$ cat config.mk
export PLATFORM = sky130hd
export DESIGN_NAME = peripheral_axi4_read_arbiter
export DESIGN_NICKNAME = d
export VERILOG_FILES = /design/src/rtl/peripheral_axi4_read_arbiter.sv
export SDC_FILE = /design/constraint.sdc
export NUM_CORES = 1
export LEC_CHECK = 0
export ABC_AREA = 1
export CAP_MARGIN = 20
export CORE_AREA = 4 4 181 183
export CTS_CLUSTER_SIZE = 28
export DETAILED_ROUTE_END_ITERATION = 8
export DIE_AREA = 0 0 185 187
export SLEW_MARGIN = 10
export SYNTH_ARGS = -nofsm -noshare
export SYNTH_HDL_FRONTEND = slang
export SYNTH_SLANG_ARGS = --single-unit
$ cat constraint.sdc
create_clock -name clk -period 1.3 [get_ports clk]
set_clock_uncertainty 0.2 [all_clocks]
set_input_delay 0.195 -clock clk [delete_from_list [all_inputs] [get_ports clk]]
set_output_delay 0.195 -clock clk [all_outputs]
set_load 0.05 [all_outputs]
$ cat src/rtl/peripheral_axi4_read_arbiter.sv
// peripheral_axi4_read_arbiter: round-robin 2:1 AXI4 read arbiter, one burst outstanding
module peripheral_axi4_read_arbiter #(
  parameter int AXI_ADDR_WIDTH = 64,
  parameter int AXI_DATA_WIDTH = 64,
  parameter int AXI_ID_WIDTH   = 4
) (
  input  logic                      clk,
  input  logic                      rst,
  input  logic                      m0_arvalid,
  output logic                      m0_arready,
  input  logic [AXI_ADDR_WIDTH-1:0] m0_araddr,
  input  logic [AXI_ID_WIDTH-1:0]   m0_arid,
  input  logic [7:0]                m0_arlen,
  input  logic [2:0]                m0_arsize,
  input  logic [1:0]                m0_arburst,
  output logic                      m0_rvalid,
  input  logic                      m0_rready,
  output logic [AXI_DATA_WIDTH-1:0] m0_rdata,
  output logic [AXI_ID_WIDTH-1:0]   m0_rid,
  output logic [1:0]                m0_rresp,
  output logic                      m0_rlast,
  input  logic                      m1_arvalid,
  output logic                      m1_arready,
  input  logic [AXI_ADDR_WIDTH-1:0] m1_araddr,
  input  logic [AXI_ID_WIDTH-1:0]   m1_arid,
  input  logic [7:0]                m1_arlen,
  input  logic [2:0]                m1_arsize,
  input  logic [1:0]                m1_arburst,
  output logic                      m1_rvalid,
  input  logic                      m1_rready,
  output logic [AXI_DATA_WIDTH-1:0] m1_rdata,
  output logic [AXI_ID_WIDTH-1:0]   m1_rid,
  output logic [1:0]                m1_rresp,
  output logic                      m1_rlast,
  output logic                      s_arvalid,
  input  logic                      s_arready,
  output logic [AXI_ADDR_WIDTH-1:0] s_araddr,
  output logic [AXI_ID_WIDTH-1:0]   s_arid,
  output logic [7:0]                s_arlen,
  output logic [2:0]                s_arsize,
  output logic [1:0]                s_arburst,
  input  logic                      s_rvalid,
  output logic                      s_rready,
  input  logic [AXI_DATA_WIDTH-1:0] s_rdata,
  input  logic [AXI_ID_WIDTH-1:0]   s_rid,
  input  logic [1:0]                s_rresp,
  input  logic                      s_rlast,
  output logic [1:0]                gnt,
  output logic                      busy
);
  typedef enum logic [1:0] {IDLE, ADDR, DATA} state_t;
  state_t state_q, state_d;
  logic owner_q, owner_d, last_q, last_d;
  logic in_addr, in_data, a0, a1, d0, d1;
  // state, owner and round-robin history; last starts at 1 so master 0 wins the first tie
  always_ff @(posedge clk or posedge rst) begin
    if (rst) begin
      state_q <= IDLE;
      owner_q <= 1'b0;
      last_q  <= 1'b1;
    end else begin
      state_q <= state_d;
      owner_q <= owner_d;
      last_q  <= last_d;
    end
  end
  // arbitration in IDLE, then address phase, then data phase until the last beat
  always_comb begin
    state_d = state_q;
    owner_d = owner_q;
    last_d  = last_q;
    if (state_q == IDLE && (m0_arvalid || m1_arvalid)) begin
      owner_d = (m0_arvalid && m1_arvalid) ? ~last_q : m1_arvalid;
      last_d  = owner_d;
      state_d = ADDR;
    end else if (state_q == ADDR && s_arvalid && s_arready) begin
      state_d = DATA;
    end else if (state_q == DATA && s_rvalid && s_rready && s_rlast) begin
      state_d = IDLE;
    end
  end
  assign in_addr = state_q == ADDR;
  assign in_data = state_q == DATA;
  assign a0 = in_addr & ~owner_q;
  assign a1 = in_addr & owner_q;
  assign d0 = in_data & ~owner_q;
  assign d1 = in_data & owner_q;
  assign busy = state_q != IDLE;
  assign gnt = {busy & owner_q, busy & ~owner_q};
  assign s_arvalid = (a0 & m0_arvalid) | (a1 & m1_arvalid);
  assign s_araddr  = a0 ? m0_araddr  : a1 ? m1_araddr  : '0;
  assign s_arid    = a0 ? m0_arid    : a1 ? m1_arid    : '0;
  assign s_arlen   = a0 ? m0_arlen   : a1 ? m1_arlen   : '0;
  assign s_arsize  = a0 ? m0_arsize  : a1 ? m1_arsize  : '0;
  assign s_arburst = a0 ? m0_arburst : a1 ? m1_arburst : '0;
  assign m0_arready = a0 & s_arready;
  assign m1_arready = a1 & s_arready;
  assign s_rready  = (d0 & m0_rready) | (d1 & m1_rready);
  assign m0_rvalid = d0 & s_rvalid;
  assign m0_rdata  = d0 ? s_rdata : '0;
  assign m0_rid    = d0 ? s_rid : '0;
  assign m0_rresp  = d0 ? s_rresp : '0;
  assign m0_rlast  = d0 & s_rlast;
  assign m1_rvalid = d1 & s_rvalid;
  assign m1_rdata  = d1 ? s_rdata : '0;
  assign m1_rid    = d1 ? s_rid : '0;
  assign m1_rresp  = d1 ? s_rresp : '0;
  assign m1_rlast  = d1 & s_rlast;
endmodule

### Yosys cells after proc, flatten, opt, wreduce, memory -nomap -nowiden

Cells that the tools add are included.

| word-level totals | value |
|---|---|
| word-level logic and storage cells | 56 |
| register bits | 4 |

| operators by class | value |
|---|---|
| multiplexer cells | 20 |
| reduce and logical (&&, ||, !) cells | 11 |
| bitwise gates (word level) | 20 |
| equal/unequal tests | 2 |

Operators by type and width:

| cell | number |
|---|---|
| 2-to-1 mux 64 bit | 4 |
| bitwise AND 1 bit | 16 |
| 2-to-1 mux 4 bit | 4 |
| 2-to-1 mux 8 bit | 2 |
| 2-to-1 mux 2 bit | 7 |
| logical AND 1 bit | 7 |
| 2-to-1 mux 3 bit | 2 |
| nonzero test 3 bit | 1 |
| equality test 2 x 1 -> 1 bit, second input constant | 1 |
| equality test 2 bit, second input constant | 1 |
| logical NOT 2 bit | 1 |
| NOT 1 bit | 2 |
| bitwise OR 1 bit | 2 |
| nonzero test 2 bit | 1 |
| logical OR 1 bit | 1 |
| 2-to-1 mux 1 bit | 1 |

### Longest topological paths before layout

Gate-level depths: netlist (run 1).

| depth | value |
|---|---|
| depth after elaboration | 9 |
| mapped depth | 7 |
| depth with buffers taken out | 6 |

### Worst setup path before layout (run 1)

OpenSTA, ideal clock, no wires.

| timing | value |
|---|---|
| path kind | reg2out |
| start | reg owner_q |
| end | out m0_arready |
| required time | 0.905 ns |
| arrival time | 1.551 ns |
| stages on the path, launching flop included | 6 |
| setup slack | -0.646 ns |
| cells stage by stage | dfrtp_1 > buf_4 > inv_6 > nand3_4 > buf_6 > nor2_1 |

| on the way | value |
|---|---|
| cells in the longest elaborated chain, start to end | 3 |

Ends and longest elaborated chain:

| element | RTL line | RTL |
|---|---|---|
| from (decl) | 53 | `logic owner_q, owner_d, last_q, last_d;` |
| from (signal assigned) | 63 | `owner_q <= owner_d;` |
| NOT 1 bit | 84 | `assign a0 = in_addr & ~owner_q;` |
| bitwise AND 1 bit | 84 |  |
| bitwise AND 1 bit | 96 | `assign m0_arready = a0 & s_arready;` |
| to (decl) | 10 | `output logic m0_arready,` |

No other way between the ends.

### Worst setup path in the final report (run 1)

| timing | value |
|---|---|
| start | reg owner_q |
| end | out s_araddr[60] |

| on the way | value |
|---|---|
| cells in the longest elaborated chain, start to end | 3 |
| elaborated cells on any way between the ends | 5 |

Ends and longest elaborated chain:

| element | RTL line | RTL |
|---|---|---|
| bitwise AND 1 bit or NOT 1 bit (tied branches) | 85, 84 |  |
| 2-to-1 mux 64 bit or bitwise AND 1 bit (tied branches) | 91, 84 |  |
| 2-to-1 mux 64 bit * | 91 | `assign s_araddr = a0 ? m0_araddr : a1 ? m1_araddr : '0;` |
| to (decl) | 37 | `output logic [AXI_ADDR_WIDTH-1:0] s_araddr,` |

Mark *: on every way between the ends. The rest lies on a longest branch, timed or not.

==> reports/results.tsv, run 1 <==
stage	metric	value	unit
status	outcome	finished, violations left	
status	violations	setup timing	
die	die_y	187	microns
power	p_per_area	1690	nW/um^2
placement	port_buffers	472	
placement	dp_slack	-576	ps
sta	hold_viol	0	
synth	yosysMostFrequentCell	inv_1	
synth	ys_types	18	
detailed_routing	drc	0	
synth	synth_warnings	0	
clock_tree	cts_made_buffers	3	
die	rows	65	
detailed_routing	ant_nets	0	
global_route	grt_usage	0.130	
final_layout	fin_util	0.423	
synth	synth_xor_xnor_area_share	0	
global_route	grt_max_degree	21	
sta	layout_setup_ws	-721	ps
worst_setup_path	worst_path_largest_cell_delay	480	ps
final_layout	nets	1306	
sta	worstMarginPinSlew	288	ps
synth	synth_top_area_frac	0.329	
worst_setup_path	cp_common_cell	buf_12	
detailed_routing	wl	24400	microns
detailed_routing	wl_per_cell	16.6	microns
clock_tree	cts.sink_count	4	
die	die_w	185	microns
clock_tree	cts_max_level	1	
worst_setup_path	path_class	reg2out	
worst_hold_path	hold_path_class	in2async	
global_route	grt_pass1_wl	34800	microns
synth	synth_top_cell_by_area	o22ai_2	
synth	synth_fa_ha_area_frac	0	
worst_setup_path	start_kind	flip-flop	
sta	rsz0062_at_grt	true	
worst_setup_path	crit_path_end_kind	output port	
worst_setup_path	path_delay_family	buffers and inverters	
final_layout	area_growth	339	%
sta	whs	139	ps
synth	ys_ff_latch	4	
run	cap_violations	0	
detailed_routing	num_vias	5352	
synth	synth_edf_count	0	
worst_setup_path	cp.buffers_inverters	4	
worst_setup_path	crit_cells	6	
sta	final-setup-viol-count	236	
power	p_leak	5.45	nW
final_layout	final_layout_size_suffix_gt1_frac	0.537	
sta	fin_crit	2020	ps
worst_setup_path	crit_required	900	ps
clock_tree	clock_latency	230	ps
worst_setup_path	reg2reg_depth	7	
detailed_routing	drt_iter0_drc	76	
clock_tree	clk_root_buffer_cell	clkbuf_16	
detailed_routing	via_per_inst	3.65	
die	core_area	31200	sq um
synth	ys_seq_area_frac	0.0338	
placement	dp.final_hpwl	21100	microns
synth	muxShareOfSynthArea	0	
sta	fin_crit_sh	1.55	
synth	ys.flop_type	dfrtp_1	
synth	synth.top_cells.by_count	inv_1 (237), nor2_1 (151), o22ai_2 (79)	
worst_setup_path	path_cells	inv_8, nand3_4, buf_12, clkbuf_16, o22ai_4, buf_12	
synth	synthCells	532	
clock_tree	clk_pin_slew_worst_paths	30	ps
synth	synth_top_family_by_area	buffers and inverters	
clock_tree	clockBufferDepth	2	
synth	synth_area_per_cell	5.64	sq um
synth	synth-simple-area-share	0.235	
final_layout	fin_area	13200	sq um
worst_setup_path	worst_ep_arrival_time	1630	ps
placement	place_area	11700	sq um
worst_setup_path	cp_max_fo	9	
worst_setup_path	cp_slowest_cell	dfrtp_2	
synth	ys_async_sr_fraction	1.00	
power	ir_drop	1.06	mV
global_route	gr-total-overflow	0	
synth	synth_nets	773	
synth	netlist_area	3000	sq um
sta	fmax	495	MHz
die	ios	473	
placement	gp_congestion	0.811	
sta	finalMaxSlewViolations	0	
global_route	grt_pass1_vias	5998	
die	dieArea	34600	sq um
clock_tree	cts_tree	built	
synth	synth_compound_area_frac	0.335	
synth	synth_area_leaders	o22ai_2 (33%), inv_1 (30%), nor2_1 (19%), buf_6 (6.8%), dfrtp_1 (2.5%)	
detailed_routing	firstDrtPassIters	4	
sta	relSlewSlack	0.808	
global_route	antenna_found_initial	2	
die	start_util	0.0962	
cell families (layout without fill, tap and decap cells):
kind of cell	Yosys count	count (layout)
buffers and inverters	273	805
AND/OR/NAND/NOR	173	173
other	0	2
AO/OA/AOI/OAI	82	82
flip-flops	4	4
cells in the final DEF (no fill, tap or decap):
master and instances:
nand4_1 4, inv_2 1, clkinv_4 2, nand3_1 1, buf_12 257, nand2_4 1
nand3_2 1, nor2_2 26, inv_1 236, o21ai_2 1, nor2_4 123, dfstp_2 1
buf_6 21, buf_4 35, o22ai_4 81, clkdlybuf4s50_1 240, nand2_1 8, dfrtp_2 3
nor2_1 3, nand3_4 4, nand2_2 2, clkbuf_16 7, buf_8 2, buf_16 2
inv_8 1, diode_2 2, clkbuf_1 1
final timing paths:
kind | from | endpoint | slack, ps
worst max-delay path | owner_q | s_araddr[60] | -720
worst max register to register | owner_q | state_q[1] | -190
worst min-delay path | rst | state_q[1] | 140
min in group clk | last_q | last_q | 270
max in group asynchronous | rst | last_q | 530
worst min register to register | last_q | last_q | 270
worst reg2reg max path, stage by stage (launching register included):
cell and delay, ps:
dfrtp_2 480, buf_4 160, buf_6 100, nand4_1 130, nand2_4 140, nand2_1 60, nand2_1 50, nand2_1 50
state kept, by name, indices dropped and copies added (netlist names):
| name | count |
|---|---|
| state_q | 2 |
| last_q | 1 |
| owner_q | 1 |
routing by layer:
layer	vias up	routed length (microns)	global-route usage
li1	2583	-	-
met1	2471	7450	0.117
met2	284	13900	0.260
met3	14	2550	0.0504
met4	0	516	0.0381
met5	-	0	0
through the flow:
step | cells | total power [W] | setup TNS [ps]
after CTS | 1454 | 0.0217 | -145250
after global placement | 1439 | 0.0197 | -100970
final | 1468 | 0.0224 | -143460
after detailed placement | 1439 | 0.0198 | -113170
after global routing | 1468 | 0.0232 | -155210
after floorplan | 532 | 0.00974 | -113210
power breakdown:
part	internal, W	total, W	switching, W
registers	0.000201	0.000328	0.000127
clock network	0.000407	0.000513	0.000106
logic	0.0101	0.0215	0.0114
cell type report:
cell class              count  area (sq um)
diodes                      2          5.00
clock buffers               4          78.8
fillers                  2888         18000
inverters                 240           918
multi-input cells         255          3350
flip-flops and latches      4           105
well taps                 402           503
repair buffers            561          8230
repair_timing:
| action | CTS | global route |
|---|---|---|
| gates resized for setup | 238 | 67 |
| setup buffers | 11 | 13 |
| cloned | 0 | 4 |
| hold buffers | 0 | 0 |
| setup endpoints to repair | 236 | 236 |
| pin swaps | 4 | 12 |
Power figures use the tool's default switching activity.
==> run 2, diff against run 1 <==
ABC_AREA = unset   (was 1)
CORE_AREA = 4 4 180 182   (was 4 4 181 183)
DIE_AREA = 0 0 184 186   (was 0 0 185 187)
GPL_TIMING_DRIVEN = 0   (was unset)
==> reports/results.tsv, run 2 <==
stage	metric	value	unit	change
status	outcome	finished, violations left		unchanged
status	violations	setup timing		unchanged
die	core_area	30600	sq um	was 31200 sq um
sta	worstMarginPinSlew	518	ps	was 288 ps
clock_tree	clock_latency	230	ps	about the same
clock_tree	clk_root_buffer_cell	clkbuf_16		unchanged
placement	dp.final_hpwl	22400	microns	was 21100 microns
final_layout	fillers	3142		was 2888
final_layout	fin_util	0.308		was 0.423
synth	synth_top_area_frac	0.335		was 0.329
synth	synthCells	300		was 532
detailed_routing	wl	25400	microns	was 24400 microns
synth	ys_types	25		was 18
die	start_util	0.0700		was 0.0962
clock_tree	cts_max_level	1		unchanged
global_route	gr-total-overflow	0		unchanged
run	cap_violations	0		unchanged
detailed_routing	routed-wl-met3	2210	microns	was 2550 microns
worst_setup_path	crit_path_end_kind	output port		unchanged
detailed_routing	ant_nets	0		unchanged
synth	ys_async_sr_fraction	1.00		unchanged
worst_setup_path	worst_path_largest_cell_delay	370	ps	was 480 ps
synth	synth_area_leaders	a22o_1 (34%), and2_1 (22%), and3_1 (21%), buf_6 (4.2%), dfrtp_1 (3.5%)		was o22ai_2 (33%), inv_1 (30%), nor2_1 (19%), buf_6 (6.8%), dfrtp_1 (2.5%)
final_layout	antennaDiodeCount	0		was 2
synth	ys_seq_area_frac	0.0473		was 0.0338
synth	yosysMostFrequentCell	a22o_1		was inv_1
global_route	antenna_found_initial	1		was 2
final_layout	top_register	state_q		unchanged
die	rows	64		was 65
placement	port_buffers	472		unchanged
final_layout	nets	1038		was 1306
detailed_routing	routed-wl-met2	13700	microns	was 13900 microns
final_layout	reg_top3	state_q: 2 flops, last_q: 1 flops, owner_q: 1 flops		unchanged
worst_setup_path	path_cells	buf_8, and3b_2, buf_12, buf_8, a22o_2, buf_8		was inv_8, nand3_4, buf_12, clkbuf_16, o22ai_4, buf_12
synth	ys_ff_latch	4		unchanged
worst_setup_path	path_class	reg2out		unchanged
sta	fin_crit_sh	1.65		was 1.55
sta	layout_setup_ws	-851	ps	was -721 ps
sta	tns	-171740	ps	was -143460 ps
detailed_routing	num_vias	4527		was 5352
sta	fmax	465	MHz	was 495 MHz
die	die_y	186	microns	was 187 microns
detailed_routing	routed.top_layer	met5		was met4
power	p_leak	4.17	nW	was 5.45 nW
power	ir_drop	0.952	mV	was 1.06 mV
final_layout	largest_reg_flops	2		unchanged
detailed_routing	firstDrtPassIters	4		unchanged
detailed_routing	wl_met1	9070	microns	was 7450 microns
final_layout	area_growth	340	%	was 339%
sta	final-setup-viol-count	235		was 236
clock_tree	cts.sink_count	4		unchanged
global_route	grt_max_degree	11		was 21
global_route	grt_pass1_vias	4754		was 5998
detailed_routing	via_per_inst	3.80		was 3.65
die	dieArea	34200	sq um	was 34600 sq um
worst_setup_path	cp.buffers_inverters	4		unchanged
placement	dp_slack	-1420	ps	was -576 ps
detailed_routing	drc	0		unchanged
sta	hold_viol	0		unchanged
synth	synth_nets	541		was 773
final_layout	regArea	104	sq um	was 105 sq um
sta	finalMaxSlewViolations	0		unchanged
final_layout	final_layout_size_suffix_gt1_frac	0.671		was 0.537
die	die_w	184	microns	was 185 microns
power	p_per_area	1920	nW/um^2	was 1690 nW/um^2
worst_hold_path	hold_path_class	reg2reg		was in2async
worst_setup_path	worst_ep_arrival_time	1760	ps	was 1630 ps
sta	fin_crit	2150	ps	was 2020 ps
synth	synth_top_cell_by_area	a22o_1		was o22ai_2
worst_setup_path	path_delay_family	buffers and inverters		unchanged
worst_setup_path	cp_max_fo	10		was 9
synth	synth_area_per_cell	7.14	sq um	was 5.64 sq um
clock_tree	cts_tree	built		unchanged
worst_setup_path	start_kind	flip-flop		unchanged
final_layout	final_common_cell	clkdlybuf4s50_1		was buf_12
synth	synth_warnings	0		unchanged
global_route	grt_pass1_wl	32800	microns	was 34800 microns
synth	synth.top_cells.by_count	a22o_1 (82), and2_1 (74), and3_1 (72)		was inv_1 (237), nor2_1 (151), o22ai_2 (79)
final_layout	multiInputGateArea	2720	sq um	was 3350 sq um
final_layout	layout_common_cells	clkdlybuf4s50_1 (240), buf_6 (137), buf_8 (96)		was buf_12 (257), clkdlybuf4s50_1 (240), inv_1 (236)
worst_setup_path	cp_slowest_cell	dfrtp_1		was dfrtp_2
detailed_routing	wl_per_cell	21.3	microns	was 16.6 microns
synth	ys.flop_type	dfrtp_1		unchanged
power	p_total	0.0181	W	was 0.0224 W
die	ios	473		unchanged
clock_tree	clk_pin_slew_worst_paths	30	ps	about the same
worst_setup_path	cp_common_cell	buf_8		was buf_12
global_route	grt_usage	0.129		was 0.130
synth	netlist_area	2140	sq um	was 3000 sq um
sta	rsz0062_at_grt	true		unchanged
sta	relSlewSlack	0.656		was 0.808
clock_tree	cts_made_buffers	3		unchanged
synth	synth_edf_count	0		unchanged
detailed_routing	drt_iter0_drc	55		was 76
worst_setup_path	crit_required	900	ps	about the same
clock_tree	clockBufferDepth	2		unchanged
placement	gp_congestion	0.797		was 0.811
## run 2: worst min-delay path, stage by stage (launching register included)
cell and delay (ps):
dfstp_2 360, a21oi_1 100, a31oi_1 50
## run 2: power by group
| part | internal, W | switching [W] | total [W] |
|---|---|---|---|
| Combinational | 0.00746 | 0.00986 | 0.0173 |
| Clock | 0.000406 | 0.0000941 | 0.000500 |
| Sequential | 0.000199 | 0.000108 | 0.000307 |
| Total | 0.00807 | 0.0101 | 0.0181 |
## run 2: repair_timing
item / in CTS / in global routing
pin swaps: 1 / 5
setup endpoints to repair: 236 / 236
resized for setup: 1279 / 578
hold buffers: 1 / 0
setup buffers: 4 / 12
endpoints found under the hold margin: 3 / 0
gates cloned: 0 / 4
## run 2: kinds of logic after synthesis
| family | count (synthesis) | share of synthesized area |
|---|---|---|
| AOI/OAI and AO/OA | 87 | 0.352 |
| buffers and inverters | 44 | 0.120 |
| DFF | 4 | 0.0473 |
| muxes | 2 | 0.00994 |
| and+or+nand+nor | 163 | 0.470 |
## run 2: through the flow
stage / hold slack [ps] / cell area [sq um] / std cells
floorplan: -240 / 3010 / 300
global placement: 189 / 8230 / 1168
detailed placement: 188 / 8230 / 1168
CTS: 322 / 7960 / 1177
global route: 337 / 9430 / 1192
finish: 322 / 9430 / 1192
## run 2: final timing paths
kind,endpoint,depth (start not counted),slack [ps],startpoint
worst max-delay path,s_arlen[4],6,-850,owner_q
worst min-delay path,last_q,2,320,last_q
worst max register to register,state_q[1],5,-170,owner_q
worst min register to register,last_q,2,320,last_q
max in group asynchronous,last_q,3,150,rst
min in group asynchronous,owner_q,3,520,rst
## run 2: area by class of cell
| type | instances | area share |
|---|---|---|
| buffer | 41 | 0.0584 |
| clock buffer | 4 | 0.00836 |
| inverter | 2 | 0.000796 |
| multi-input combinational | 252 | 0.289 |
| sequential | 4 | 0.0110 |
| tap | 396 | 0.0526 |
| timing repair buffer | 493 | 0.580 |
## run 2: layer usage
layer,vias to the layer above,GRT usage
met1,2090,0.138
met4,2,0.0254
met2,297,0.253
met5,-,0
met3,22,0.0334
li1,2116,-
